[config.mk]
export PLATFORM = sky130hd
export DESIGN_NAME = snn_unpack
export DESIGN_NICKNAME = d
export VERILOG_FILES = /design/src/rtl/snn_pkg.sv /design/src/rtl/snn_unpack.sv
export SDC_FILE = /design/constraint.sdc
export NUM_CORES = 1
export LEC_CHECK = 0
export ABC_CLOCK_PERIOD_IN_PS = 1800
export BUFFER_PORTS_ARGS = -buffer_cell sky130_fd_sc_hd__buf_2
export CAP_MARGIN = 20
export CORE_MARGIN = 4
export CORE_UTILIZATION = 50
export DETAILED_ROUTE_END_ITERATION = 16
export PLACE_DENSITY_LB_ADDON = 0.3
export SYNTH_ARGS = -nofsm -noshare
export SYNTH_HDL_FRONTEND = slang
export SYNTH_SLANG_ARGS = --single-unit
[constraint.sdc]
create_clock -name clk -period 1.8 [get_ports clk]
set_input_delay 0.36 -clock clk [delete_from_list [all_inputs] [get_ports clk]]
set_output_delay 0.36 -clock clk [all_outputs]
set_load 0.02 [all_outputs]
[src/rtl/snn_pkg.sv]
// Shared types and constants for the SNN inference sequencer and its image unpacker.
package snn_pkg;

   localparam int NUM_BYTES  = 98;
   localparam int INPUT_BITS = 784;
   localparam int ADDR_W     = $clog2(INPUT_BITS);
   localparam int BYTE_CNT_W = $clog2(NUM_BYTES);

   localparam logic [7:0] ASCII_ZERO = 8'h30;
   localparam logic [7:0] ASCII_ERR  = 8'h3F;

   typedef enum logic [2:0] {
      WAIT_BYTE,
      UNPACK,
      START,
      WAIT_DONE,
      TX_REQ,
      TX_WAIT
   } seq_state_e;

endpackage

[src/rtl/snn_unpack.sv]
// Serialises each image byte LSB-first into input-RAM writes at address 8*byte_cnt + bit_cnt.
module snn_unpack
   import snn_pkg::*;
(
   input  logic              clk,
   input  logic              rst_n,
   input  logic              load,
   input  logic [7:0]        data,
   input  logic              step,
   input  logic              clr,
   output logic [ADDR_W-1:0] addr,
   output logic              bit_d,
   output logic              byte_done,
   output logic              last_byte
);

   localparam logic [BYTE_CNT_W-1:0] LAST_BYTE = BYTE_CNT_W'(NUM_BYTES - 1);

   logic [7:0]            shift;
   logic [2:0]            bit_cnt;
   logic [BYTE_CNT_W-1:0] byte_cnt;

   // NOTE: non-blocking assignments so every flop samples the pre-edge value of the others.
   always_ff @(posedge clk or negedge rst_n) begin
      if (!rst_n) begin
         shift    <= '0;
         bit_cnt  <= '0;
         byte_cnt <= '0;
      end else if (load) begin
         shift   <= data;
         bit_cnt <= '0;
      end else if (step) begin
         shift   <= {1'b0, shift[7:1]};
         bit_cnt <= bit_cnt + 3'd1;
         if (byte_done) byte_cnt <= last_byte ? '0 : byte_cnt + 1'b1;
      end else if (clr) begin
         byte_cnt <= '0;
      end
   end

   assign byte_done = (bit_cnt == 3'd7);
   assign last_byte = (byte_cnt == LAST_BYTE);
   assign addr      = {byte_cnt, bit_cnt};
   assign bit_d     = shift[0];

endmodule

==> metrics.md <==
| Metric | Value |
|---|---|
| Status | `complete, no violations` |
| Starting Density | `0.530` |
| # DRC | `0` |
| Fillers | `between 150 and 200` |
| Switching share of power | `0.243` |
| Crit-path cells | `nor4b_2 > nand3_1 > inv_1 > buf_2` |
| Nets | `142` |
| Leakage | `0.600 nW` |
| Crit path time final | `1.71 ns` |
| # setup viols final | `0` |
| Multi-input logic area | `439 um2` |
| Sequential area share after synthesis | `0.486` |
| Arrival @ worst endpoint | `between 1 and 1.5 ns` |
| Synthesized net count | `between 100 and 150` |
| Placed cell area | `~1100 um2` |
| Syn avg cell area | `around 9.8 um2` |
| Hold path endpoint | `shift[3]` |
| Setup crit start | `byte_cnt[4]` |
| Core area | `between 1500 and 2000 um2` |
| Met1 WL | `823 um` |
| Die X | `51.0 um` |
| CTS root buf | `clkbuf_4` |
| Most common cell after layout, fill and taps aside | `buf_2` |
| Synth top area share | `0.486` |
| Drt total wl | `~1900 um` |
| Yosys warns | `0` |
| Antenna violations before repair | `0` |
| Final Cell Area | `around 1100 um2` |
| ANT cells | `0` |
| Core Util, Final | `0.652` |
| GPL Wtd Cong | `~0.8` |
| Mapped cell area | `between 900 and 1000 um2` |
| Startpoint Class | `flip-flop` |
| Die height | `slightly above 50 um` |
| Worst min-delay path startpoint | `data[3]` |
| Vias in the first global route | `between 800 and 900` |
| RR Startpoint | `bit_cnt[0]` |
| R2r setup slk | `around 0.27 ns` |
| Yosys top cell by area | `dfrtp_1` |
| Yosys reg bits | `18` |
| Clock Power Share | `0.314` |
| Netlist cell types | `26` |
| Max Slew Vio Count | `0` |
| Vias | `approximately 780` |
| Power Dens Cells | `~700 nW/um2` |
| Tightest Pin Transition | `between 0.3 and 0.4 ns` |
| Synth Flop Type | `dfrtp_1` |
| Pint | `between 0.5 and 0.6 mW` |
| Number of port buffers | `25` |
| Placement row count | `15` |
| Cells after Synth | `94` |
| Post-synth ARST share | `1.00` |
| Crit-path slowest cell | `dfrtp_2` |
| Comb pwr share | `0.123` |
| Via density | `between 5 and 6` |
| Hold Vio Cnt, Final | `0` |
| Met2 WL | `between 900 and 1000 um` |
| Post-DP HPWL | `1380 um` |
| WS Path Type | `reg -> out` |
| Die area | `between 2000 and 3000 um2` |
| Flop pwr share | `0.564` |
| Critical path endpoint category | `output pin` |
| Hold depth | `3` |
| Hold Path Class | `in -> reg` |
| Fraction of layout cells with a size suffix above 1 | `0.298` |
| Synth top area cells | `dfrtp_1, mux2i_1, nand2_1, ha_1, o21ai_0` |
| Fmax | `between 500 and 600 MHz` |
| Critical-path maximum fanout | `5` |
| Skew final | `around 0.0027 ns` |
| FF-to-FF End | `byte_cnt[2]` |
| CTS tree | `built` |
| Skew-Pair Late Insertion Delay | `0.29 ns` |
| Total gr overflow | `0` |
| Wire per inst | `between 10 and 15 um` |
| Post-synth EDFFs | `0` |
| Largest net degree at the start of global routing | `22` |
| Boundary pin count | `26` |
| Iter 0 DRT Violations | `12` |
| Max incr delay on CP | `between 0.4 and 0.5 ns` |
| Most frequent cells in the layout | `buf_2, nand2_1, dfrtp_1` |
| Wire length on met3 | `91 um` |
| Syn-to-layout area delta | `23.0%` |
| Clock buffer depth | `2` |
| Reg area | `452 um2` |
| NetSw | `approximately 0.19 mW` |
| Clk slew on worst S/H paths | `approximately 0.1 ns` |
| Max-cap violations | `0` |
| Setup_tns | `0 ns` |
| H-tree depth | `1` |
| Total Routing Usage GR | `0.171` |
| Detailed Routing Iterations Pass 1 | `4` |
| Clock sink count | `18` |
| Antenna-violating nets left | `0` |
| Global-route wire length before repair | `3360 um` |
| Tcrit/Tclk final | `0.950` |
| Slew Limit Headroom | `0.734` |
| Num CTS Buffers | `3` |
| Critical path data required time | `about 1.4 ns` |
| Max Used Layer | `met4` |
| Peak supply drop | `414 uV` |
| Worst Reg-to-Reg Cells | `6` |
-- cells in the mapped netlist (all sizes together), types with 2 or more instances --
master,number
nor2,4
buf,3
nand2b,2
or2,2
nand2,17
a31oi,2
o21ai,12
nor3,2
mux2i,10
inv,2
dfrtp,18
nand3,4
ha,4
clkbuf,2
-- layer usage --
layer | GRT usage | vias up
met5 | 0 | -
met4 | 0.0717 | 0
met3 | 0.0379 | 4
met2 | 0.311 | 21
met1 | 0.188 | 362
li1 | - | 389
-- per-stage QoR --
step           cells  hold WS, ns  setup slack, ns  power (mW)
2_1_floorplan     94       0.0644            0.118       0.508
3_3_place_gp     140        0.310            0.201       0.540
3_5_place_dp     140        0.309            0.145       0.544
4_1_cts          147        0.263           0.0275       0.796
5_1_grt          149        0.253         -0.00244       0.829
6_report         149        0.274           0.0906       0.781
-- worst max-delay path by stage --
stage / endpoint
6_report: last_byte
5_1_grt: last_byte
4_1_cts: last_byte
3_5_place_dp: byte_cnt[2]
3_3_place_gp: byte_cnt[6]
2_1_floorplan: byte_cnt[6]
-- worst max-delay path: cells and delay by family (launching register included) --
family / cells / cell delay, ns
flops: 1 / 0.46
simple gates: 2 / 0.39
buf+inv: 2 / 0.21
-- area by class of cell --
type	instances	area share
Clock buffer	4	0.0319
Inverter	2	0.00659
Multi-Input combinational cell	69	0.386
Sequential cell	18	0.397
Tap cell	25	0.0275
Timing Repair Buffer	31	0.152
-- power by group through the flow --
stage,clock [mW],combinational (mW),sequential (mW)
5_1_grt,0.277,0.109,0.443
6_report,0.245,0.0959,0.440
3_5_place_dp,0,0.0966,0.448
4_1_cts,0.258,0.0981,0.440
3_3_place_gp,0,0.0933,0.447
2_1_floorplan,0,0.0540,0.454
-- registers in the layout, indices dropped and copies added, names as in the netlist --
register and cells:
shift 8, byte_cnt 7, bit_cnt 3
-- cells by family after synthesis --
family | Yosys count | synth area share
simple gates | 37 | 0.189
flops | 18 | 0.486
compound gates | 17 | 0.107
mux | 10 | 0.108
buf+inv | 7 | 0.0459
fa+ha+maj | 4 | 0.0541
xor+xnor | 1 | 0.00946
-- what timing repair did --
item / CTS / global route
hold endpoints to repair: 18 / 0
endpoints found under the setup margin: 1 / 3
hold buffers: 1 / 0
pin swaps: 1 / 0
gates resized for setup: 1 / 2
setup buffers: 2 / 2
Note: power is estimated with default switching activity, not from simulation.
